$ cat config.mk
export PLATFORM = sky130hd
export DESIGN_NAME = rs_alu
export DESIGN_NICKNAME = d
export VERILOG_FILES = /design/src/rtl/rs_alu_pkg.sv /design/src/rtl/rs_alu_select.sv /design/src/rtl/rs_alu.sv
export SDC_FILE = /design/constraint.sdc
export NUM_CORES = 2
export LEC_CHECK = 0
export CAP_MARGIN = 20
export CORE_MARGIN = 2
export CORE_UTILIZATION = 55
export DETAILED_ROUTE_END_ITERATION = 7
export GPL_TIMING_DRIVEN = 0
export PLACE_DENSITY = 0.75
export REMOVE_ABC_BUFFERS = 1
export SLEW_MARGIN = 40
export SYNTH_ARGS = -nofsm -noshare
export SYNTH_HDL_FRONTEND = slang
export SYNTH_HIERARCHICAL = 1
export SYNTH_SLANG_ARGS = --single-unit
$ cat constraint.sdc
create_clock -name clk_i -period 8.3 [get_ports clk_i]
set_input_delay 1.245 -clock clk_i [delete_from_list [all_inputs] [get_ports clk_i]]
set_output_delay 1.245 -clock clk_i [all_outputs]
set_load 0.03 [all_outputs]
$ cat src/rtl/rs_alu_pkg.sv
// rs_alu_pkg: shared constants and types for the ALU reservation station.
//   RRF_SEL, DATA_LEN, ADDR_LEN     : rename-register tag, data and address widths
//   ALU_OP_WIDTH, SRC_*_SEL_WIDTH   : ALU operation and operand mux select widths
//   RS_ALU_ENTRY_NUM/ENTRY_SEL      : default station depth and its log2
//   rs_alu_fields_t                 : per-entry payload carried unchanged to the ALU
// Optional feature macro used by the importing files: RS_ALU_AGE_SELECT_EN.
package rs_alu_pkg;

  localparam int RRF_SEL          = 6;
  localparam int DATA_LEN         = 32;
  localparam int ADDR_LEN         = 32;
  localparam int ALU_OP_WIDTH     = 4;
  localparam int SRC_A_SEL_WIDTH  = 2;
  localparam int SRC_B_SEL_WIDTH  = 2;
  localparam int RS_ALU_ENTRY_NUM = 8;
  localparam int RS_ALU_ENTRY_SEL = 3;

  typedef struct packed {
    logic [ADDR_LEN-1:0]        pc;
    logic [DATA_LEN-1:0]        imm;
    logic [ALU_OP_WIDTH-1:0]    alu_op;
    logic [SRC_A_SEL_WIDTH-1:0] src_a_select;
    logic [SRC_B_SEL_WIDTH-1:0] src_b_select;
    logic [RRF_SEL-1:0]         rrftag;
    logic                       if_write_rrf;
  } rs_alu_fields_t;

  // A waiting operand keeps its tag in the low RRF_SEL bits of its data slot.
  function automatic logic tag_hit(input logic               bc_valid,
                                   input logic [RRF_SEL-1:0] bc_tag,
                                   input logic [DATA_LEN-1:0] slot);
    return bc_valid && (slot[RRF_SEL-1:0] == bc_tag);
  endfunction

endpackage

$ cat src/rtl/rs_alu_select.sv
// rs_alu_select: picks one entry out of a ready vector.
//   ready_i       : per-entry eligibility
//   age_i         : per-entry age (only when RS_ALU_AGE_SELECT_EN is defined)
//   grant_idx_o   : chosen entry index (0 when nothing is ready)
//   grant_valid_o : at least one entry is ready
// Without RS_ALU_AGE_SELECT_EN this is a lowest-index priority encoder; with it,
// the largest age wins and ties fall to the lowest index.
module rs_alu_select
  import rs_alu_pkg::*;
#(
  parameter int ENTRY_NUM = RS_ALU_ENTRY_NUM,
  parameter int ENTRY_SEL = RS_ALU_ENTRY_SEL
) (
  input  logic [ENTRY_NUM-1:0]                ready_i,
`ifdef RS_ALU_AGE_SELECT_EN
  input  logic [ENTRY_NUM-1:0][ENTRY_SEL-1:0] age_i,
`endif
  output logic [ENTRY_SEL-1:0]                grant_idx_o,
  output logic                                grant_valid_o
);

`ifdef RS_ALU_AGE_SELECT_EN
  logic [ENTRY_SEL-1:0] best_age;

  always_comb begin
    grant_idx_o   = '0;
    grant_valid_o = 1'b0;
    best_age      = '0;
    // Strictly-greater compare while scanning upward keeps ties on the lowest index.
    for (int i = 0; i < ENTRY_NUM; i++) begin
      if (ready_i[i] && (!grant_valid_o || (age_i[i] > best_age))) begin
        grant_idx_o   = ENTRY_SEL'(i);
        grant_valid_o = 1'b1;
        best_age      = age_i[i];
      end
    end
  end
`else
  always_comb begin
    grant_idx_o   = '0;
    grant_valid_o = 1'b0;
    // Scan downward so the last hit written is the lowest index.
    for (int i = ENTRY_NUM - 1; i >= 0; i--) begin
      if (ready_i[i]) begin
        grant_idx_o   = ENTRY_SEL'(i);
        grant_valid_o = 1'b1;
      end
    end
  end
`endif

endmodule

$ cat src/rtl/rs_alu.sv
// rs_alu: reservation station in front of the single-cycle integer ALU.
//   clk_i, reset_i (sync, active high), kill_i (flush all entries)
//   dispatch_*  : one op per cycle in, dispatch_ready_o while not full
//   wb_*        : two writeback broadcast ports used to wake waiting operands
//   issue_o + issued fields : at most one ready op per cycle to the ALU
//   entry_count_o : number of occupied entries
// Optional feature: RS_ALU_AGE_SELECT_EN enables oldest-first select using a
// saturating per-entry age; the default build selects the lowest ready index.
module rs_alu
  import rs_alu_pkg::*;
#(
  parameter int ENTRY_NUM = RS_ALU_ENTRY_NUM,
  parameter int ENTRY_SEL = RS_ALU_ENTRY_SEL
) (
  input  logic                       clk_i,
  input  logic                       reset_i,
  input  logic                       kill_i,
  input  logic                       dispatch_valid_i,
  output logic                       dispatch_ready_o,
  input  logic [ADDR_LEN-1:0]        pc_i,
  input  logic [DATA_LEN-1:0]        imm_i,
  input  logic [ALU_OP_WIDTH-1:0]    alu_op_i,
  input  logic [SRC_A_SEL_WIDTH-1:0] src_a_select_i,
  input  logic [SRC_B_SEL_WIDTH-1:0] src_b_select_i,
  input  logic [DATA_LEN-1:0]        src1_i,
  input  logic [DATA_LEN-1:0]        src2_i,
  input  logic                       valid1_i,
  input  logic                       valid2_i,
  input  logic [RRF_SEL-1:0]         rrftag_i,
  input  logic                       if_write_rrf_i,
  input  logic [1:0]                 wb_valid_i,
  input  logic [RRF_SEL-1:0]         wb_tag0_i,
  input  logic [RRF_SEL-1:0]         wb_tag1_i,
  input  logic [DATA_LEN-1:0]        wb_data0_i,
  input  logic [DATA_LEN-1:0]        wb_data1_i,
  output logic                       issue_o,
  output logic [ADDR_LEN-1:0]        pc_o,
  output logic [DATA_LEN-1:0]        imm_o,
  output logic [ALU_OP_WIDTH-1:0]    alu_op_o,
  output logic [SRC_A_SEL_WIDTH-1:0] src_a_select_o,
  output logic [SRC_B_SEL_WIDTH-1:0] src_b_select_o,
  output logic [DATA_LEN-1:0]        src1_o,
  output logic [DATA_LEN-1:0]        src2_o,
  output logic [RRF_SEL-1:0]         rrftag_o,
  output logic                       if_write_rrf_o,
  output logic [ENTRY_SEL:0]         entry_count_o
);

  logic [ENTRY_NUM-1:0] valid_q, valid_d;
  logic [ENTRY_NUM-1:0] rdy1_q, rdy1_d;
  logic [ENTRY_NUM-1:0] rdy2_q, rdy2_d;
  logic [DATA_LEN-1:0]  op1_q [ENTRY_NUM];
  logic [DATA_LEN-1:0]  op1_d [ENTRY_NUM];
  logic [DATA_LEN-1:0]  op2_q [ENTRY_NUM];
  logic [DATA_LEN-1:0]  op2_d [ENTRY_NUM];
  rs_alu_fields_t       fields_q [ENTRY_NUM];
  rs_alu_fields_t       fields_d [ENTRY_NUM];
  logic [ENTRY_SEL:0]   count_q, count_d;
`ifdef RS_ALU_AGE_SELECT_EN
  logic [ENTRY_NUM-1:0][ENTRY_SEL-1:0] age_q, age_d;
`endif

  logic [ENTRY_NUM-1:0] eligible;
  logic [ENTRY_SEL-1:0] grant_idx;
  logic                 grant_valid;
  logic [ENTRY_SEL-1:0] free_idx;
  logic                 accept;
  logic                 disp_rdy1, disp_rdy2;
  logic [DATA_LEN-1:0]  disp_op1, disp_op2;
  rs_alu_fields_t       disp_fields;
  rs_alu_fields_t       sel_fields;

  // Eligibility looks only at registered state, so a dispatch or wakeup in
  // cycle n cannot issue before n+1.
  for (genvar gi = 0; gi < ENTRY_NUM; gi++) begin : g_elig
    assign eligible[gi] = valid_q[gi] & rdy1_q[gi] & rdy2_q[gi];
  end

  rs_alu_select #(
    .ENTRY_NUM (ENTRY_NUM),
    .ENTRY_SEL (ENTRY_SEL)
  ) u_select (
    .ready_i       (eligible),
`ifdef RS_ALU_AGE_SELECT_EN
    .age_i         (age_q),
`endif
    .grant_idx_o   (grant_idx),
    .grant_valid_o (grant_valid)
  );

  assign dispatch_ready_o = (count_q != (ENTRY_SEL + 1)'(ENTRY_NUM));
  assign accept           = dispatch_valid_i & dispatch_ready_o & ~kill_i & ~reset_i;
  assign issue_o          = grant_valid & ~kill_i & ~reset_i;
  assign entry_count_o    = count_q;

  // Lowest free slot from the pre-issue valid vector: a slot freed by this
  // cycle's issue is not reused until the next cycle.
  always_comb begin
    free_idx = '0;
    for (int i = ENTRY_NUM - 1; i >= 0; i--) begin
      if (!valid_q[i]) free_idx = ENTRY_SEL'(i);
    end
  end

  // Incoming operands, including a wakeup by a broadcast in the dispatch cycle.
  always_comb begin
    disp_op1  = src1_i;
    disp_rdy1 = valid1_i;
    if (!valid1_i) begin
      if (tag_hit(wb_valid_i[0], wb_tag0_i, src1_i)) begin
        disp_op1  = wb_data0_i;
        disp_rdy1 = 1'b1;
      end else if (tag_hit(wb_valid_i[1], wb_tag1_i, src1_i)) begin
        disp_op1  = wb_data1_i;
        disp_rdy1 = 1'b1;
      end
    end
    disp_op2  = src2_i;
    disp_rdy2 = valid2_i;
    if (!valid2_i) begin
      if (tag_hit(wb_valid_i[0], wb_tag0_i, src2_i)) begin
        disp_op2  = wb_data0_i;
        disp_rdy2 = 1'b1;
      end else if (tag_hit(wb_valid_i[1], wb_tag1_i, src2_i)) begin
        disp_op2  = wb_data1_i;
        disp_rdy2 = 1'b1;
      end
    end
    disp_fields = '{pc: pc_i, imm: imm_i, alu_op: alu_op_i,
                    src_a_select: src_a_select_i, src_b_select: src_b_select_i,
                    rrftag: rrftag_i, if_write_rrf: if_write_rrf_i};
  end

  always_comb begin
    valid_d = valid_q;
    rdy1_d  = rdy1_q;
    rdy2_d  = rdy2_q;
`ifdef RS_ALU_AGE_SELECT_EN
    age_d   = age_q;
`endif
    for (int i = 0; i < ENTRY_NUM; i++) begin
      op1_d[i]    = op1_q[i];
      op2_d[i]    = op2_q[i];
      fields_d[i] = fields_q[i];

      // Wakeup: port 0 wins if both ports carry the operand's tag.
      if (valid_q[i] && !rdy1_q[i]) begin
        if (tag_hit(wb_valid_i[0], wb_tag0_i, op1_q[i])) begin
          op1_d[i]  = wb_data0_i;
          rdy1_d[i] = 1'b1;
        end else if (tag_hit(wb_valid_i[1], wb_tag1_i, op1_q[i])) begin
          op1_d[i]  = wb_data1_i;
          rdy1_d[i] = 1'b1;
        end
      end
      if (valid_q[i] && !rdy2_q[i]) begin
        if (tag_hit(wb_valid_i[0], wb_tag0_i, op2_q[i])) begin
          op2_d[i]  = wb_data0_i;
          rdy2_d[i] = 1'b1;
        end else if (tag_hit(wb_valid_i[1], wb_tag1_i, op2_q[i])) begin
          op2_d[i]  = wb_data1_i;
          rdy2_d[i] = 1'b1;
        end
      end

`ifdef RS_ALU_AGE_SELECT_EN
      if (valid_q[i] && (age_q[i] != {ENTRY_SEL{1'b1}})) begin
        age_d[i] = age_q[i] + 1'b1;
      end
`endif

      if (issue_o && (grant_idx == ENTRY_SEL'(i))) begin
        valid_d[i] = 1'b0;
      end

      // The free slot is never the issued slot, so this cannot collide.
      if (accept && (free_idx == ENTRY_SEL'(i))) begin
        valid_d[i]  = 1'b1;
        fields_d[i] = disp_fields;
        op1_d[i]    = disp_op1;
        rdy1_d[i]   = disp_rdy1;
        op2_d[i]    = disp_op2;
        rdy2_d[i]   = disp_rdy2;
`ifdef RS_ALU_AGE_SELECT_EN
        age_d[i]    = '0;
`endif
      end
    end
    count_d = count_q + (ENTRY_SEL + 1)'(accept) - (ENTRY_SEL + 1)'(issue_o);
  end

  always_ff @(posedge clk_i) begin
    if (reset_i || kill_i) begin
      valid_q <= '0;
      count_q <= '0;
    end else begin
      valid_q <= valid_d;
      count_q <= count_d;
    end
    // Payload needs no reset: it is only observed through a valid entry.
    rdy1_q <= rdy1_d;
    rdy2_q <= rdy2_d;
`ifdef RS_ALU_AGE_SELECT_EN
    age_q  <= age_d;
`endif
    for (int i = 0; i < ENTRY_NUM; i++) begin
      op1_q[i]    <= op1_d[i];
      op2_q[i]    <= op2_d[i];
      fields_q[i] <= fields_d[i];
    end
  end

  // Issued fields are zeroed whenever nothing issues.
  always_comb begin
    sel_fields     = fields_q[grant_idx];
    pc_o           = '0;
    imm_o          = '0;
    alu_op_o       = '0;
    src_a_select_o = '0;
    src_b_select_o = '0;
    src1_o         = '0;
    src2_o         = '0;
    rrftag_o       = '0;
    if_write_rrf_o = 1'b0;
    if (issue_o) begin
      pc_o           = sel_fields.pc;
      imm_o          = sel_fields.imm;
      alu_op_o       = sel_fields.alu_op;
      src_a_select_o = sel_fields.src_a_select;
      src_b_select_o = sel_fields.src_b_select;
      src1_o         = op1_q[grant_idx];
      src2_o         = op2_q[grant_idx];
      rrftag_o       = sel_fields.rrftag;
      if_write_rrf_o = sel_fields.if_write_rrf;
    end
  end

endmodule
# Word-level counts from Yosys, hierarchy flattened

Memories as Yosys holds them, arrays and structs flattened.
Index checks and enable logic that the tools add are counted.
W data, S select, Z words.

Memories kept: 3
Output and inout port bits: 149
Bits in registers: 28
RAM bits: 1144
Word-level logic and storage cells: 480
Input port bits: 227

Bitwise operators: 23
Add/subtract/negate cells: 2
Muxes and demuxes: 218
Equality and inequality tests: 59
Reduce and logical (&&, ||, !) cells: 150

Memories:

| memory   | depth | bits a word | read ports | clocked after memory_dff | wr ports | RTL line     | RTL |
|---|---|---|---|---|---|---|---|
| fields_q | 8     | 79          | 1          | 0                        | 1        | rs_alu.sv:56 | `rs_alu_fields_t fields_q [ENTRY_NUM];` |
| op1_q    | 8     | 32          | 9          | 0                        | 8        | rs_alu.sv:52 | `logic [DATA_LEN-1:0] op1_q [ENTRY_NUM];` |
| op2_q    | 8     | 32          | 9          | 0                        | 8        | rs_alu.sv:54 | `logic [DATA_LEN-1:0] op2_q [ENTRY_NUM];` |

Operator list:

| cell                 | number |
|---|---|
| $mux W32             | 74 |
| $mux W79             | 15 |
| $reduce_or A79 Y1    | 7 |
| $eq A6 B6 Y1         | 36 |
| $mux W1              | 102 |
| $mux W3              | 23 |
| $logic_and A1 B1 Y1  | 68 |
| $reduce_bool A2 Y1   | 24 |
| $reduce_bool A3 Y1   | 16 |
| $reduce_and A2 Y1    | 16 |
| $eq A3 B3 Y1 const B | 8 |
| $and A1 B1 Y1        | 21 |
| $logic_not A1 Y1     | 16 |
| $eq A3 B2 Y1 const B | 4 |
| $ne A1 B1 Y1 const B | 8 |
| $eq A3 B1 Y1 const B | 2 |
| $logic_not A3 Y1     | 2 |
| $mux W6              | 1 |
| $add A4 B1 Y4        | 1 |
| $mux W2              | 2 |
| $mux W4              | 1 |
| $ne A4 B4 Y1 const B | 1 |
| $sub A4 B1 Y4        | 1 |
| $not A1 Y1           | 2 |
| $logic_or A1 B1 Y1   | 1 |

# Longest topological paths before layout

Depth after elaboration: 19
Depth in mapped cells: 15
Gate-level depth less buffers: 12

# Cells and area by module

The synthesis kept the hierarchy.

Modules (own cells, without submodules):

| module        | sequential area each (um2) | instances | area an instance (um2) | cells an instance |
|---|---|---|---|---|
| rs_alu        | 35073.6                    | 1         | 62499.9                | 4498 |
| rs_alu_select | 0.0                        | 1         | 80.1                   | 13 |

# Worst setup path before layout

Ideal clock, no wire load.

Path kind: input -> register
From: input wb_tag0_i[2]
To: memory op1_q[6][0] (enable)
Stages: 8
Setup slack: 2464 ps
Data required time: 7827 ps
Setup time: 473 ps
Path buffers: 4
Arrival time: 5362 ps
Path through: buf_2 -> xor2_1 -> nor4_1 -> clkbuf_1 -> clkbuf_1 -> clkbuf_1 -> nor2_1 -> o31ai_1

RTL lines:

| element         | RTL line     | RTL |
|---|---|---|
| start, declared | rs_alu.sv:32 | `input logic [RRF_SEL-1:0] wb_tag0_i,` |
| end, declared   | rs_alu.sv:52 |  |

# Worst setup path after layout

From: register rdy1_q[2]
To: output imm_o[25]

Elaborated cells between the ends (all ways): 12
Those cells by class: mux: 7; bitwise: 4; memory: 1

RTL lines:

| element                     | RTL line            | RTL |
|---|---|---|
| start, declared             | rs_alu.sv:50        | `logic [ENTRY_NUM-1:0] rdy1_q, rdy1_d;` |
| start signal, assigned      | rs_alu.sv:201       | `rdy1_q <= rdy1_d;` |
| $and A1 B1 Y1 (2 in series) | rs_alu.sv:76        | `assign eligible[gi] = valid_q[gi] & rdy1_q[gi] & rdy2_q[gi];` |
| via eligible[2]             | rs_alu.sv:63        | `logic [ENTRY_NUM-1:0] eligible;` |
| $mux W3 (3 in series)       | rs_alu_select.sv:44 | `if (ready_i[i]) begin` |
| via grant_idx[0]            | rs_alu.sv:64        | `logic [ENTRY_SEL-1:0] grant_idx;` |
| $mem_v2 Z8 W79              | n/a                 |  |
| $mux W32                    | rs_alu.sv:225       | `if (issue_o) begin` |
| end, declared               | rs_alu.sv:38        | `output logic [DATA_LEN-1:0] imm_o,` |

The timed path passes the listed nets, and every way through them passes these cells.

==> qor_table.md <==
| Stage | Result | Value |
|:---|:---|:---|
| finish | Summed area of non-filler cells in the final layout | 74,800 sq um |
| timing | Headroom to the max-slew limit | 40.1% |
| timing | Part of the cycle the worst path needs | 84.2% |
| critical path | Critical Path Start Type | flip-flop |
| grt | Total grt overflow | 0 |
| die | DIE WIDTH | 341 microns |
| drt | DRC | 0 |
| finish | Filler-free cell count of the finished design | 6,534 |
| synthesis | Synth Area in Compound Gates | 10.4% |
| synthesis | Number of distinct standard cells referenced by the synthesized netlist | 51 |
| finish | Share of final-layout standard cells stronger than drive strength 1 | 26.9% |
| grt | Number of global-route vias before repair | 44,000 |
| die | Number of I/O pins | 376 |
| power and ir drop | Total power density per cell area | 178 nW/um^2 |
| synthesis | Synthesis-stage register bit count | 1,172 |
| critical path | Endpoint of the most critical register-to-register path | op2_q[6][31] |
| drt | Post-detailed-route count of antenna-violating nets | 0 |
| synthesis | Main combinational cell family by area after synthesis | multiplexers |
| drt | Total wire length | 200 mm |
| synthesis | Synth warn | 6 |
| synthesis | Proportion of synthesized area in mux cells | 18.8% |
| critical path | Highest net fanout along the worst path | 5 |
| critical path | Length in cells of the worst reg-to-reg path | 13 |
| synthesis | Synthesized area per cell | 13.9 sq um |
| drt | Vias per inst | 6.82 |
| timing | Max frequency | 143 MHz |
| cts | Clock insertion delay at the later pin of the skew report | 0.74 ns |
| critical path | Cell family with most CP delay | buffers and inverters |
| critical path | Startpoint of the worst-slack reg-to-reg timing path | entry_count_o[2] |
| place | Area post-placement | 70,500 sq um |
| finish | Fillers | 7,825 |
| run status | Outcome | finished clean |
| critical path | Longest individual stage delay on the worst path | 0.64 ns |
| drt | Overall via count from detail_route | 44,500 |
| synthesis | Area share of fa/ha/maj cells after synthesis | 0.132% |
| timing | Final Setup Violations | 0 |
| timing | Unrepaired setup endpoints after global routing | false |
| critical path | Number of cells on the critical path | 18 |
| cts | Maximum clock insertion buffer count | 3 |
| power and ir drop | Fraction of power consumed by combinational cells | 6.7% |
| critical path | Cell-by-cell trace of the critical path | and3_1 > o41ai_2 > buf_2 > buf_2 > buf_2 > buf_2 > buf_2 > buf_2 > buf_2 > buf_2 > buf_2 > buf_2 > buf_2 > buf_2 > mux4_2 > mux2i_1 > nor2_1 > clkdlybuf4s50_1 |
| synthesis | Number of instances in the synthesized netlist | 4,511 |
| power and ir drop | Cell leakage power | 24.9 nW |
| grt | First-pass GRT wire length | 292 mm |
| critical path | Reg-to-reg setup timing slack | 3.94 ns |
| place | Detailed-placement wirelength estimate | 132 mm |
| synthesis | Fraction of synthesized cell area in xor and xnor cells | 3.05% |
| die | Initial Util | 55.6% |
| synthesis | Post-synthesis instance area | 62,600 sq um |
| grt | Maximum number of pins on one net before global-route repair | 62 |
| cts | Clk slew on worst S/H paths | 0.06 ns |
| power and ir drop | Worst ir drop on vdd | 0.146 mV |
| drt | Mean routed wirelength per cell | 30.6 microns |
| die | Overall die area | 116,000 sq um |
| timing | Max-slew violations | 0 |
| cts | TritonCTS clock tree | done |
| timing | Final Hold Viols | 0 |
| finish | P&R area growth vs syn | 19.6% |
| cts | Number of gates given a new drive strength after cts | 0 |
| power and ir drop | Power after layout | 0.0133 W |
| critical path | Required arrival time at the worst endpoint | 7.05 ns |
| place | Final weighted congestion in routability-driven placement | 0.862 |
| cts | Num CTS Buffers | 131 |
| synthesis | Most used flip-flop cell after synthesis | sky130_fd_sc_hd__edfxtp_1 |
| finish | Final Net Count | 5,154 |
| power and ir drop | Switching power total | 0.00296 W |
| critical path | Critical path buffer and inverter count | 13 |
| synthesis | EDFF count, synth | 1,160 |
| flow run | Maximum Capacitance Violations | 0 |
| critical path | Standard cell with the maximum stage delay on the critical path | sky130_fd_sc_hd__o41ai_2 |
| timing | Worst setup skew after layout | 0.0205 ns |
| worst hold path | Classification of the worst-slack hold path | flip-flop to flip-flop |
| cts | Maximum level of the CTS H-tree | 4 |
| power and ir drop | Clock share of power | 44.1% |
| timing | Slew @ Worst Pin | 0.896 ns |
| synthesis | Portion of the post-synthesis area used by sequential elements | 56.0% |
| cts | Setup bufs post-CTS | 0 |
| critical path | Arrival time worst endpoint | 5.74 ns |
| grt | Overall routing resource usage | 34.0% |
| cts | Sink count of the clock tree | 1,172 |
| critical path | Path type of the worst setup path | flip-flop to output pin |
| critical path | Kind of end point of the critical path | output pin |
| die | Vert. Die Dim | 341 microns |
| critical path | Critical Path Sink | imm_o[25] |
| place | Number of I/O port buffers | 375 |
| drt | 1st-iter DRT viols | 5,863 |
| power and ir drop | Flop pwr share | 49.2% |
| cts | Clock root buffer | sky130_fd_sc_hd__clkbuf_16 |
| critical path | First element of the critical path | rdy1_q[2] |
| place | Post-Place Cells | 6,288 |
| grt | Number of antenna violations at the first check in global routing | 27 |
| power and ir drop | Switching portion of total power | 22.2% |
| synthesis | Synth async-reset ratio | 0% |
| finish | Core utilization of the finished layout | 66.4% |
| drt | First-pass iteration count of the detailed router | 7 |
| cts | Hold_buf cts | 0 |
| critical path | Cell repeated most along the worst path | sky130_fd_sc_hd__buf_2 |
| timing | Period minus WS final | 6.99 ns |
| power and ir drop | P_int | 0.0103 W |
| die | Number of rows in the core area | 123 |
| die | Std-Cell Core Area | 113,000 sq um |
| synthesis | Synthesized-area fraction occupied by and/or/nand/nor cells | 8.19% |
## cells in the mapped netlist (5+ instances only)
library cell	number	area share [%]
sky130_fd_sc_hd__buf_4	7	0.084
sky130_fd_sc_hd__o221a_2	224	4.0
sky130_fd_sc_hd__nand4_1	37	0.37
sky130_fd_sc_hd__and2_1	37	0.37
sky130_fd_sc_hd__buf_2	42	0.34
sky130_fd_sc_hd__nor4_1	22	0.22
sky130_fd_sc_hd__o21ai_0	78	0.62
sky130_fd_sc_hd__nor3b_1	31	0.37
sky130_fd_sc_hd__a32oi_1	32	0.45
sky130_fd_sc_hd__inv_1	15	0.090
sky130_fd_sc_hd__nand2_1	457	2.7
sky130_fd_sc_hd__nor3_1	5	0.040
sky130_fd_sc_hd__nand3_1	5	0.040
sky130_fd_sc_hd__xor2_1	107	1.5
sky130_fd_sc_hd__clkbuf_1	334	2.0
sky130_fd_sc_hd__dfxtp_1	12	0.38
sky130_fd_sc_hd__nor4b_1	32	0.45
sky130_fd_sc_hd__ha_1	5	0.10
sky130_fd_sc_hd__a2111oi_4	32	1.4
sky130_fd_sc_hd__mux2i_1	397	6.3
sky130_fd_sc_hd__o21ai_1	63	0.50
sky130_fd_sc_hd__a211oi_1	136	1.6
sky130_fd_sc_hd__o21a_1	32	0.38
sky130_fd_sc_hd__edfxtp_1	1160	56
sky130_fd_sc_hd__or4_1	36	0.43
sky130_fd_sc_hd__xnor2_1	111	1.6
sky130_fd_sc_hd__mux4_2	286	10
sky130_fd_sc_hd__clkbuf_2	24	0.19
sky130_fd_sc_hd__buf_1	97	0.58
sky130_fd_sc_hd__nand2b_1	36	0.36
sky130_fd_sc_hd__nor2b_1	150	1.5
sky130_fd_sc_hd__a21oi_1	145	1.2
sky130_fd_sc_hd__and3_1	8	0.080
sky130_fd_sc_hd__nor4_2	8	0.16
sky130_fd_sc_hd__mux2_2	121	2.2
sky130_fd_sc_hd__nor2_1	152	0.91
## layout make-up
type / instances / area (sq um) / area share, %
Antenna cell: 12 / 30.0 / 0.0401
Multi-Input combinational cell: 2814 / 25800 / 34.5
Sequential cell: 1172 / 35100 / 46.9
Tap cell: 1500 / 1880 / 2.51
Clock buffer: 162 / 3440 / 4.59
Timing Repair Buffer: 785 / 7600 / 10.2
Inverter: 17 / 119 / 0.159
Clock inverter: 72 / 860 / 1.15
## kinds of logic (layout without fill, tap and decap cells)
family / count (synthesis) / in the layout
mux: 804 / 804
compound gates: 758 / 758
fa+ha+maj: 6 / 6
other cells: 0 / 12
simple gates: 1028 / 1028
xor+xnor: 218 / 218
buf+inv: 525 / 1036
flops: 1172 / 1172
## power by group through the flow
stage | Clock [W] | Sequential (W) | Combinational, W
2_1_floorplan | 0 | 0.00667 | 0.000443
3_3_place_gp | 0 | 0.00667 | 0.000824
3_5_place_dp | 0 | 0.00667 | 0.000866
4_1_cts | 0.00591 | 0.00655 | 0.000874
5_1_grt | 0.00613 | 0.00654 | 0.000952
6_report | 0.00586 | 0.00655 | 0.000893
## flip-flops by register name (all words and copies together) (netlist names)
register,cells
op1_q,256
valid_q,8
op2_q,256
rdy1_q,8
rdy2_q,8
fields_q,632
entry_count_o,4
## per-layer routing
layer | vias to the layer above | wire length, microns | global-route usage, %
li1 | 18500 | - | -
met1 | 22100 | 73000 | 44.4
met2 | 3245 | 91700 | 52.7
met3 | 733 | 25000 | 9.57
met4 | 42 | 10100 | 16.0
met5 | - | 264 | 0
## worst register-to-register path: cells and delay by family (launching register included)
kind	cells	cell delay, ns
AO/OA/AOI/OAI	1	0.31
adder cells (fa/ha/maj)	1	0.18
AND/OR/NAND/NOR	5	1.59
flip-flops	1	0.33
buffers and inverters	6	1.71
## cells in the final DEF (no fill, tap or decap), types with 32 or more instances in the layout
| cell | instances |
|---|---|
| sky130_fd_sc_hd__o21a_1 | 32 |
| sky130_fd_sc_hd__xor2_1 | 106 |
| sky130_fd_sc_hd__and2_1 | 35 |
| sky130_fd_sc_hd__buf_2 | 225 |
| sky130_fd_sc_hd__o21ai_0 | 78 |
| sky130_fd_sc_hd__o221a_2 | 224 |
| sky130_fd_sc_hd__clkbuf_16 | 133 |
| sky130_fd_sc_hd__nor2_1 | 151 |
| sky130_fd_sc_hd__buf_16 | 33 |
| sky130_fd_sc_hd__nand2b_1 | 35 |
| sky130_fd_sc_hd__a21oi_1 | 145 |
| sky130_fd_sc_hd__edfxtp_1 | 1160 |
| sky130_fd_sc_hd__nand4_1 | 37 |
| sky130_fd_sc_hd__nor2b_1 | 149 |
| sky130_fd_sc_hd__buf_12 | 43 |
| sky130_fd_sc_hd__nor4b_1 | 32 |
| sky130_fd_sc_hd__xnor2_1 | 111 |
| sky130_fd_sc_hd__or4_1 | 32 |
| sky130_fd_sc_hd__buf_6 | 33 |
| sky130_fd_sc_hd__mux2i_1 | 397 |
| sky130_fd_sc_hd__a211oi_1 | 135 |
| sky130_fd_sc_hd__mux2_2 | 121 |
| sky130_fd_sc_hd__buf_4 | 89 |
| sky130_fd_sc_hd__clkdlybuf4s50_1 | 354 |
| sky130_fd_sc_hd__a2111oi_4 | 32 |
| sky130_fd_sc_hd__mux4_2 | 286 |
| sky130_fd_sc_hd__a32oi_1 | 32 |
| sky130_fd_sc_hd__nand2_1 | 432 |
| sky130_fd_sc_hd__o21ai_1 | 63 |
## how the worst min path moves through the flow
| stage | start | endpoint | slack [ns] | depth (start not counted) |
|---|---|---|---|---|
| floorplan | valid_q[6] | valid_q[6] | 0.48 | 2 |
| global route | valid_q[7] | valid_q[7] | 0.61 | 2 |
| CTS | valid_q[6] | valid_q[6] | 0.59 | 2 |
| global placement | valid_q[6] | valid_q[6] | 0.54 | 2 |
| detailed placement | valid_q[6] | valid_q[6] | 0.58 | 2 |
| finish | valid_q[6] | valid_q[6] | 0.61 | 2 |
## metrics by stage
stage               TNS [ns]  hold slack [ns]  worst slack, ns
global placement           -            0.535           -76.62
CTS                        0            0.587             1.25
global route               0            0.605             1.02
floorplan           -7336.15            0.485           -48.60
detailed placement         0            0.575             2.15
finish                     0            0.607             1.31
Note: power is estimated with default switching activity, not from simulation.
